### src/rtl/video_pattern_gen_if.sv
// AXI4-Stream video bundle carried between the pattern source and its consumer.
// Only tready flows upstream; everything else is driven by the source.
interface video_pattern_gen_if #(
    parameter int DATA_W = 32
);
    logic              tvalid;
    logic              tready;
    logic [DATA_W-1:0] tdata;
    logic              tuser;
    logic              h_last;
    logic              v_last;

    modport master (
        output tvalid,
        output tdata,
        output tuser,
        output h_last,
        output v_last,
        input  tready
    );

    modport slave (
        input  tvalid,
        input  tdata,
        input  tuser,
        input  h_last,
        input  v_last,
        output tready
    );
endinterface

### src/rtl/video_pattern_gen.sv
// Parametrised AXI4-Stream video test-pattern source with blanking, backpressure,
// four runtime patterns and a completed-frame counter.
module video_pattern_gen #(
    parameter int H_ACTIVE     = 1280,
    parameter int V_ACTIVE     = 1024,
    parameter int H_BLANK      = 768,
    parameter int V_BLANK      = 2048,
    parameter int PIX_PER_BEAT = 4,
    parameter int PIX_W        = 8,
    parameter int V_SHIFT      = 2,
    parameter int H_SHIFT      = 2,
    parameter int CHK_SHIFT    = 5
) (
    input  logic                       data_clk,
    input  logic                       rst_n,
    input  logic                       enable,
    input  logic [1:0]                 mode,
    video_pattern_gen_if.master        axis,
    output logic [15:0]                frame_cnt
);

    localparam int BEATS     = H_ACTIVE / PIX_PER_BEAT;
    localparam int DATA_W    = PIX_PER_BEAT * PIX_W;
    localparam int BEAT_W    = (BEATS > 1) ? $clog2(BEATS) : 1;
    localparam int LINE_W    = (V_ACTIVE > 1) ? $clog2(V_ACTIVE) : 1;
    localparam int BLANK_MAX = (H_BLANK > V_BLANK) ? H_BLANK : V_BLANK;
    localparam int BLANK_W   = (BLANK_MAX > 1) ? $clog2(BLANK_MAX) : 1;

    localparam logic [BEAT_W-1:0]  BEAT_LAST    = BEAT_W'(BEATS - 1);
    localparam logic [LINE_W-1:0]  LINE_LAST    = LINE_W'(V_ACTIVE - 1);
    localparam logic [BLANK_W-1:0] H_BLANK_LAST = BLANK_W'((H_BLANK > 0) ? H_BLANK - 1 : 0);
    localparam logic [BLANK_W-1:0] V_BLANK_LAST = BLANK_W'((V_BLANK > 0) ? V_BLANK - 1 : 0);

    typedef enum logic [1:0] {
        ST_IDLE,
        ST_ACTIVE,
        ST_HBLANK,
        ST_VBLANK
    } state_t;

    state_t              state_q, state_d;
    logic [BEAT_W-1:0]   beat_q, beat_d;
    logic [LINE_W-1:0]   line_q, line_d;
    logic [BLANK_W-1:0]  blank_q, blank_d;
    logic [1:0]          mode_q, mode_d;
    logic [15:0]         frame_cnt_q, frame_cnt_d;

    logic                tvalid_q, tvalid_d;
    logic [DATA_W-1:0]   tdata_q, tdata_d;
    logic                tuser_q, tuser_d;
    logic                h_last_q, h_last_d;
    logic                v_last_q, v_last_d;

    logic                xfer;

    function automatic logic [PIX_W-1:0] pixel_value(
        input logic [1:0]  m,
        input logic [31:0] x,
        input logic [31:0] y,
        input logic [15:0] f
    );
        case (m)
            2'd0:    return PIX_W'(y >> V_SHIFT);
            2'd1:    return PIX_W'(x >> H_SHIFT);
            2'd2:    return {PIX_W{x[CHK_SHIFT] ^ y[CHK_SHIFT]}};
            default: return PIX_W'(x + y + 32'(f));
        endcase
    endfunction

    always_ff @(posedge data_clk or negedge rst_n) begin
        if (!rst_n) begin
            state_q     <= ST_IDLE;
            beat_q      <= '0;
            line_q      <= '0;
            blank_q     <= '0;
            mode_q      <= '0;
            frame_cnt_q <= '0;
            tvalid_q    <= 1'b0;
            tdata_q     <= '0;
            tuser_q     <= 1'b0;
            h_last_q    <= 1'b0;
            v_last_q    <= 1'b0;
        end else begin
            state_q     <= state_d;
            beat_q      <= beat_d;
            line_q      <= line_d;
            blank_q     <= blank_d;
            mode_q      <= mode_d;
            frame_cnt_q <= frame_cnt_d;
            tvalid_q    <= tvalid_d;
            tdata_q     <= tdata_d;
            tuser_q     <= tuser_d;
            h_last_q    <= h_last_d;
            v_last_q    <= v_last_d;
        end
    end

    // enable and mode are only looked at when a frame is about to begin.
    always_comb begin
        state_d     = state_q;
        beat_d      = beat_q;
        line_d      = line_q;
        blank_d     = blank_q;
        mode_d      = mode_q;
        frame_cnt_d = frame_cnt_q;
        xfer        = tvalid_q && axis.tready;

        case (state_q)
            ST_IDLE: begin
                if (enable) begin
                    state_d = ST_ACTIVE;
                    beat_d  = '0;
                    line_d  = '0;
                    mode_d  = mode;
                end
            end
            ST_ACTIVE: begin
                if (xfer) begin
                    if (beat_q != BEAT_LAST) begin
                        beat_d = beat_q + BEAT_W'(1);
                    end else begin
                        beat_d = '0;
                        if (line_q != LINE_LAST) begin
                            if (H_BLANK == 0) begin
                                line_d = line_q + LINE_W'(1);
                            end else begin
                                state_d = ST_HBLANK;
                                blank_d = '0;
                            end
                        end else begin
                            frame_cnt_d = frame_cnt_q + 16'd1;
                            line_d      = '0;
                            if (V_BLANK != 0) begin
                                state_d = ST_VBLANK;
                                blank_d = '0;
                            end else if (enable) begin
                                mode_d = mode;
                            end else begin
                                state_d = ST_IDLE;
                            end
                        end
                    end
                end
            end
            ST_HBLANK: begin
                if (blank_q == H_BLANK_LAST) begin
                    state_d = ST_ACTIVE;
                    line_d  = line_q + LINE_W'(1);
                end else begin
                    blank_d = blank_q + BLANK_W'(1);
                end
            end
            ST_VBLANK: begin
                if (blank_q == V_BLANK_LAST) begin
                    if (enable) begin
                        state_d = ST_ACTIVE;
                        mode_d  = mode;
                    end else begin
                        state_d = ST_IDLE;
                    end
                end else begin
                    blank_d = blank_q + BLANK_W'(1);
                end
            end
            default: begin
                state_d = ST_IDLE;
            end
        endcase
    end

    // Outputs are precomputed from next-state counters so every port is a flop;
    // a stalled beat naturally re-derives the same values and holds.
    always_comb begin
        tvalid_d = (state_d == ST_ACTIVE);
        tdata_d  = '0;
        tuser_d  = 1'b0;
        h_last_d = 1'b0;
        v_last_d = 1'b0;
        if (tvalid_d) begin
            tuser_d  = (beat_d == '0) && (line_d == '0);
            h_last_d = (beat_d == BEAT_LAST);
            v_last_d = (beat_d == BEAT_LAST) && (line_d == LINE_LAST);
            for (int k = 0; k < PIX_PER_BEAT; k++) begin
                tdata_d[k*PIX_W +: PIX_W] = pixel_value(
                    mode_d,
                    32'(beat_d) * 32'(PIX_PER_BEAT) + 32'(k),
                    32'(line_d),
                    frame_cnt_d);
            end
        end
    end

    assign axis.tvalid = tvalid_q;
    assign axis.tdata  = tdata_q;
    assign axis.tuser  = tuser_q;
    assign axis.h_last = h_last_q;
    assign axis.v_last = v_last_q;
    assign frame_cnt   = frame_cnt_q;

endmodule

### src/flat_wrapper.sv
// flat-port wrapper written by rule: the top's interface ports become plain ports
module video_pattern_gen_flat 
#(
    parameter int H_ACTIVE     = 1280,
    parameter int V_ACTIVE     = 1024,
    parameter int H_BLANK      = 768,
    parameter int V_BLANK      = 2048,
    parameter int PIX_PER_BEAT = 4,
    parameter int PIX_W        = 8,
    parameter int V_SHIFT      = 2,
    parameter int H_SHIFT      = 2,
    parameter int CHK_SHIFT    = 5
)
  (data_clk, rst_n, enable, mode, frame_cnt, axis_tvalid, axis_tdata, axis_tuser, axis_h_last, axis_v_last, axis_tready);
  video_pattern_gen_if axis_i ();
  input  logic data_clk;
  input  logic rst_n;
  input  logic enable;
  input  logic [1:0] mode;
  output logic [15:0] frame_cnt;
  output wire logic [$bits(axis_i.tvalid)-1:0] axis_tvalid;
  output wire logic [$bits(axis_i.tdata)-1:0] axis_tdata;
  output wire logic [$bits(axis_i.tuser)-1:0] axis_tuser;
  output wire logic [$bits(axis_i.h_last)-1:0] axis_h_last;
  output wire logic [$bits(axis_i.v_last)-1:0] axis_v_last;
  input wire logic [$bits(axis_i.tready)-1:0] axis_tready;
  assign axis_tvalid = axis_i.tvalid;
  assign axis_tdata = axis_i.tdata;
  assign axis_tuser = axis_i.tuser;
  assign axis_h_last = axis_i.h_last;
  assign axis_v_last = axis_i.v_last;
  assign axis_i.tready = axis_tready;
  video_pattern_gen #(.H_ACTIVE(H_ACTIVE), .V_ACTIVE(V_ACTIVE), .H_BLANK(H_BLANK), .V_BLANK(V_BLANK), .PIX_PER_BEAT(PIX_PER_BEAT), .PIX_W(PIX_W), .V_SHIFT(V_SHIFT), .H_SHIFT(H_SHIFT), .CHK_SHIFT(CHK_SHIFT)) u_core (.data_clk(data_clk), .rst_n(rst_n), .enable(enable), .mode(mode), .axis(axis_i), .frame_cnt(frame_cnt));
endmodule
### config.mk
export PLATFORM = sky130hd
export DESIGN_NAME = video_pattern_gen_flat
export DESIGN_NICKNAME = d
export VERILOG_FILES = /design/src/rtl/video_pattern_gen_if.sv /design/src/rtl/video_pattern_gen.sv /design/src/flat_wrapper.sv
export SDC_FILE = /design/constraint.sdc
export NUM_CORES = 1
export LEC_CHECK = 0
export ABC_CLOCK_PERIOD_IN_PS = 9800
export BUFFER_PORTS_ARGS = -buffer_cell sky130_fd_sc_hd__buf_2
export CELL_PAD_IN_SITES_DETAIL_PLACEMENT = 1
export CELL_PAD_IN_SITES_GLOBAL_PLACEMENT = 1
export CORE_MARGIN = 1.5
export CORE_UTILIZATION = 45
export CTS_BUF_LIST = sky130_fd_sc_hd__clkbuf_8
export DETAILED_ROUTE_END_ITERATION = 12
export GPL_TIMING_DRIVEN = 1
export HOLD_SLACK_MARGIN = 0.08
export PLACE_DENSITY = 0.76
export SETUP_SLACK_MARGIN = 0.15
export SYNTH_ARGS = -nofsm -noshare
export SYNTH_HDL_FRONTEND = slang
export SYNTH_SLANG_ARGS = --single-unit
### constraint.sdc
create_clock -name data_clk -period 9.8 [get_ports data_clk]
set_clock_uncertainty 0.1 [all_clocks]
set_input_delay 1.96 -clock data_clk [delete_from_list [all_inputs] [get_ports data_clk]]
set_output_delay 1.96 -clock data_clk [all_outputs]
set_load 0.01 [all_outputs]
==> impl_metrics.json <==
{
  "status": "finished, final reports clean",
  "fmax_mhz": 177,
  "arrival_ns": 5.82,
  "first_iter_violations": 215,
  "timing.final.crit_share_pct": 57.7,
  "cts_tree": "done",
  "fp.dieH_um": 112,
  "synthesis.nets": 588,
  "numPortBuffers": 57,
  "synthesis.area_mm2": 0.00533,
  "die_area_mm2": 0.0125,
  "max_cap_viol_count": 0,
  "initial_core_util_pct": 46.4,
  "syn_area_per_cell_um2": 9.67,
  "hpwl_mm": 10.9,
  "synth_edf_count": 0,
  "synth_cell_types": 84,
  "slew_headroom_pct": 28.6,
  "synth_commonest_cells": "84 x dfrtp_1, 46 x inv_1, 39 x nor2_1, 36 x nand2_1, 30 x o21ai_0",
  "clk-insertion-delay-late_ns": 0.37,
  "hold_viol": 0,
  "antenna_found_initial": 0,
  "rows": 39,
  "synth_most_common_cell": "dfrtp_1",
  "place_congestion": 0.852,
  "tightestPinTransition_ns": 1.07,
  "ant_nets": 0,
  "hold_class": "reg2reg",
  "vias": 4415,
  "rsz0062_at_grt": "no",
  "syn_to_final_growth_pct": 10.5,
  "pin_count": 58,
  "slew_violations": 0,
  "track_usage_pct": 23.9,
  "vias_per_cell": 5.92,
  "power.leakage_nw": 2.90,
  "grt-ovfl-total": 0,
  "cts_buffers": 9,
  "ys_top_cells_by_area": "dfrtp_1 39%, ha_1 5.2%, xnor2_1 3.6%",
  "synth-seq-cells": 84,
  "core_mm2": 0.0115,
  "cts_root_buf": "clkbuf_8",
  "path_max_fanout": 10,
  "synthCells": 551,
  "first_global_vias": 4578,
  "clock_path_buffers": 2,
  "yosys.area.top_type_share_pct": 39.5,
  "cts_sinks": 84,
  "yosys_warnings": 0,
  "cts_resized": 0,
  "rrSetupSlack_ns": 4.93,
  "setup_viol": 0,
  "drc_errors": 0,
  "synthArstFlopShare_pct": 100,
  "routed_wl_mm": 14.3,
  "cp-end-kind": "flip-flop",
  "crit_path_start_kind": "input port",
  "required_ns": 9.97,
  "grt_pass1_wl_mm": 23.7,
  "layout-drive-gt1-share_pct": 17.6,
  "grt_max_degree": 85,
  "peakVddDrop_v": 0.000105,
  "routedWlPerCell_um": 19.2,
  "min_period_ns": 5.65,
  "synth_top_area_cell": "dfrtp_1",
  "ys_seq_area_share_pct": 39.5,
  "setup_tns_ns": 0,
  "hold_ws_ns": 0.368,
  "htreeDepth": 3,
  "criticalPathCategory": "in2reg",
  "power_density_mw_per_mm2": 196,
  "cts_hold_buf": 0,
  "die_w_um": 112,
  "antenna_cells": 0,
  "ys.flop_type": "dfrtp_1",
  "nets": 636,
  "drt_first_pass_iters": 4,
  "cts_setup_buffers": 0,
  "clkTransAtPathRegs_ns": 0.09
}
-- path summary, 6_finish.rpt --
kind | startpoint | depth (start not counted) | endpoint
max reg2reg | u_core.state_q[0] | 15 | u_core.axis.tdata[23]
min in group asynchronous | rst_n | 1 | u_core.blank_q[5]
max in group asynchronous | rst_n | 1 | u_core.axis.tdata[17]
max | axis_tready | 16 | u_core.axis.tdata[23]
min | u_core.frame_cnt[15] | 1 | u_core.frame_cnt[15]
min reg2reg | u_core.frame_cnt[15] | 1 | u_core.frame_cnt[15]
-- power breakdown --
part	internal (mW)	switching, mW
registers	0.396	0.0254
clock network	0.122	0.126
logic	0.171	0.315
total	0.689	0.466
-- metal layers --
| metal | up-vias | track usage (%) | routed length [µm] |
|---|---|---|---|
| li1 | 2081 | - | - |
| met1 | 2219 | 31.1 | 6360 |
| met2 | 77 | 39.2 | 7040 |
| met3 | 38 | 3.32 | 382 |
| met4 | 0 | 11.6 | 532 |
| met5 | - | 0 | 0 |
-- kinds of logic after synthesis --
kind of cell / count (synthesis) / synth area share [%]
AOI/OAI and AO/OA: 145 / 20.5
xor gates and xnor gates: 39 / 6.69
adders and majority gates: 31 / 8.55
buffers and inverters: 70 / 5.43
DFF: 84 / 39.5
muxes: 10 / 2.11
and+or+nand+nor: 172 / 17.3
-- through the flow --
step	cells	worst slack [ns]	power, mW	cell area [µm²]	utilization [%]
global route	746	3.72	1.23	5890	51.3
CTS	746	4.16	1.16	5890	51.3
floorplan	551	4.42	0.767	5330	-
global placement	731	3.97	0.894	5700	49.7
finish	746	4.15	1.16	5890	51.3
detailed placement	731	3.78	0.910	5700	49.7
-- worst max-delay path, stage by stage --
cell      delay [ns]
buf_2           0.11
and3_1          0.26
nand4_1         0.28
nor4_1          0.54
nand4_1         0.18
xnor2_1         0.22
inv_1           0.07
fa_1            0.48
inv_1           0.05
ha_1            0.45
a21o_1          0.23
a21o_1          0.18
a21oi_1         0.23
o21ai_0         0.15
xnor2_1         0.15
a211oi_1        0.28
-- flip-flops by register name, indices dropped and copies added, names as in the netlist --
| register | flops |
|---|---|
| u_core.axis.tvalid | 1 |
| u_core.beat_q | 9 |
| u_core.blank_q | 11 |
| u_core.axis.v_last | 1 |
| u_core.frame_cnt | 16 |
| u_core.axis.h_last | 1 |
| u_core.axis.tdata | 30 |
| u_core.line_q | 10 |
| u_core.axis.tuser | 1 |
| u_core.mode_q | 2 |
| u_core.state_q | 2 |
-- layout make-up --
class,instances,area (µm²)
fill,1311,5580
multi-input combinational,397,2940
sequential,84,2100
timing repair buffer,58,295
inverter,49,184
tap,143,179
clock buffer,10,138
clock inverter,5,52.6
-- layout by cell type (no fill, tap or decap), types with 9 or more instances in the layout --
cell type	instances
a21boi_1	12
a21o_1	9
a21oi_1	15
a31oi_1	10
and3_1	11
buf_2	56
clkbuf_8	10
dfrtp_1	84
fa_1	9
ha_1	22
inv_1	46
nand2_1	36
nand3_1	25
nand4_1	10
nor2_1	39
nor3_1	9
o21ai_0	30
xnor2_1	22
xor2_1	16
Power figures use the tool's default switching activity.
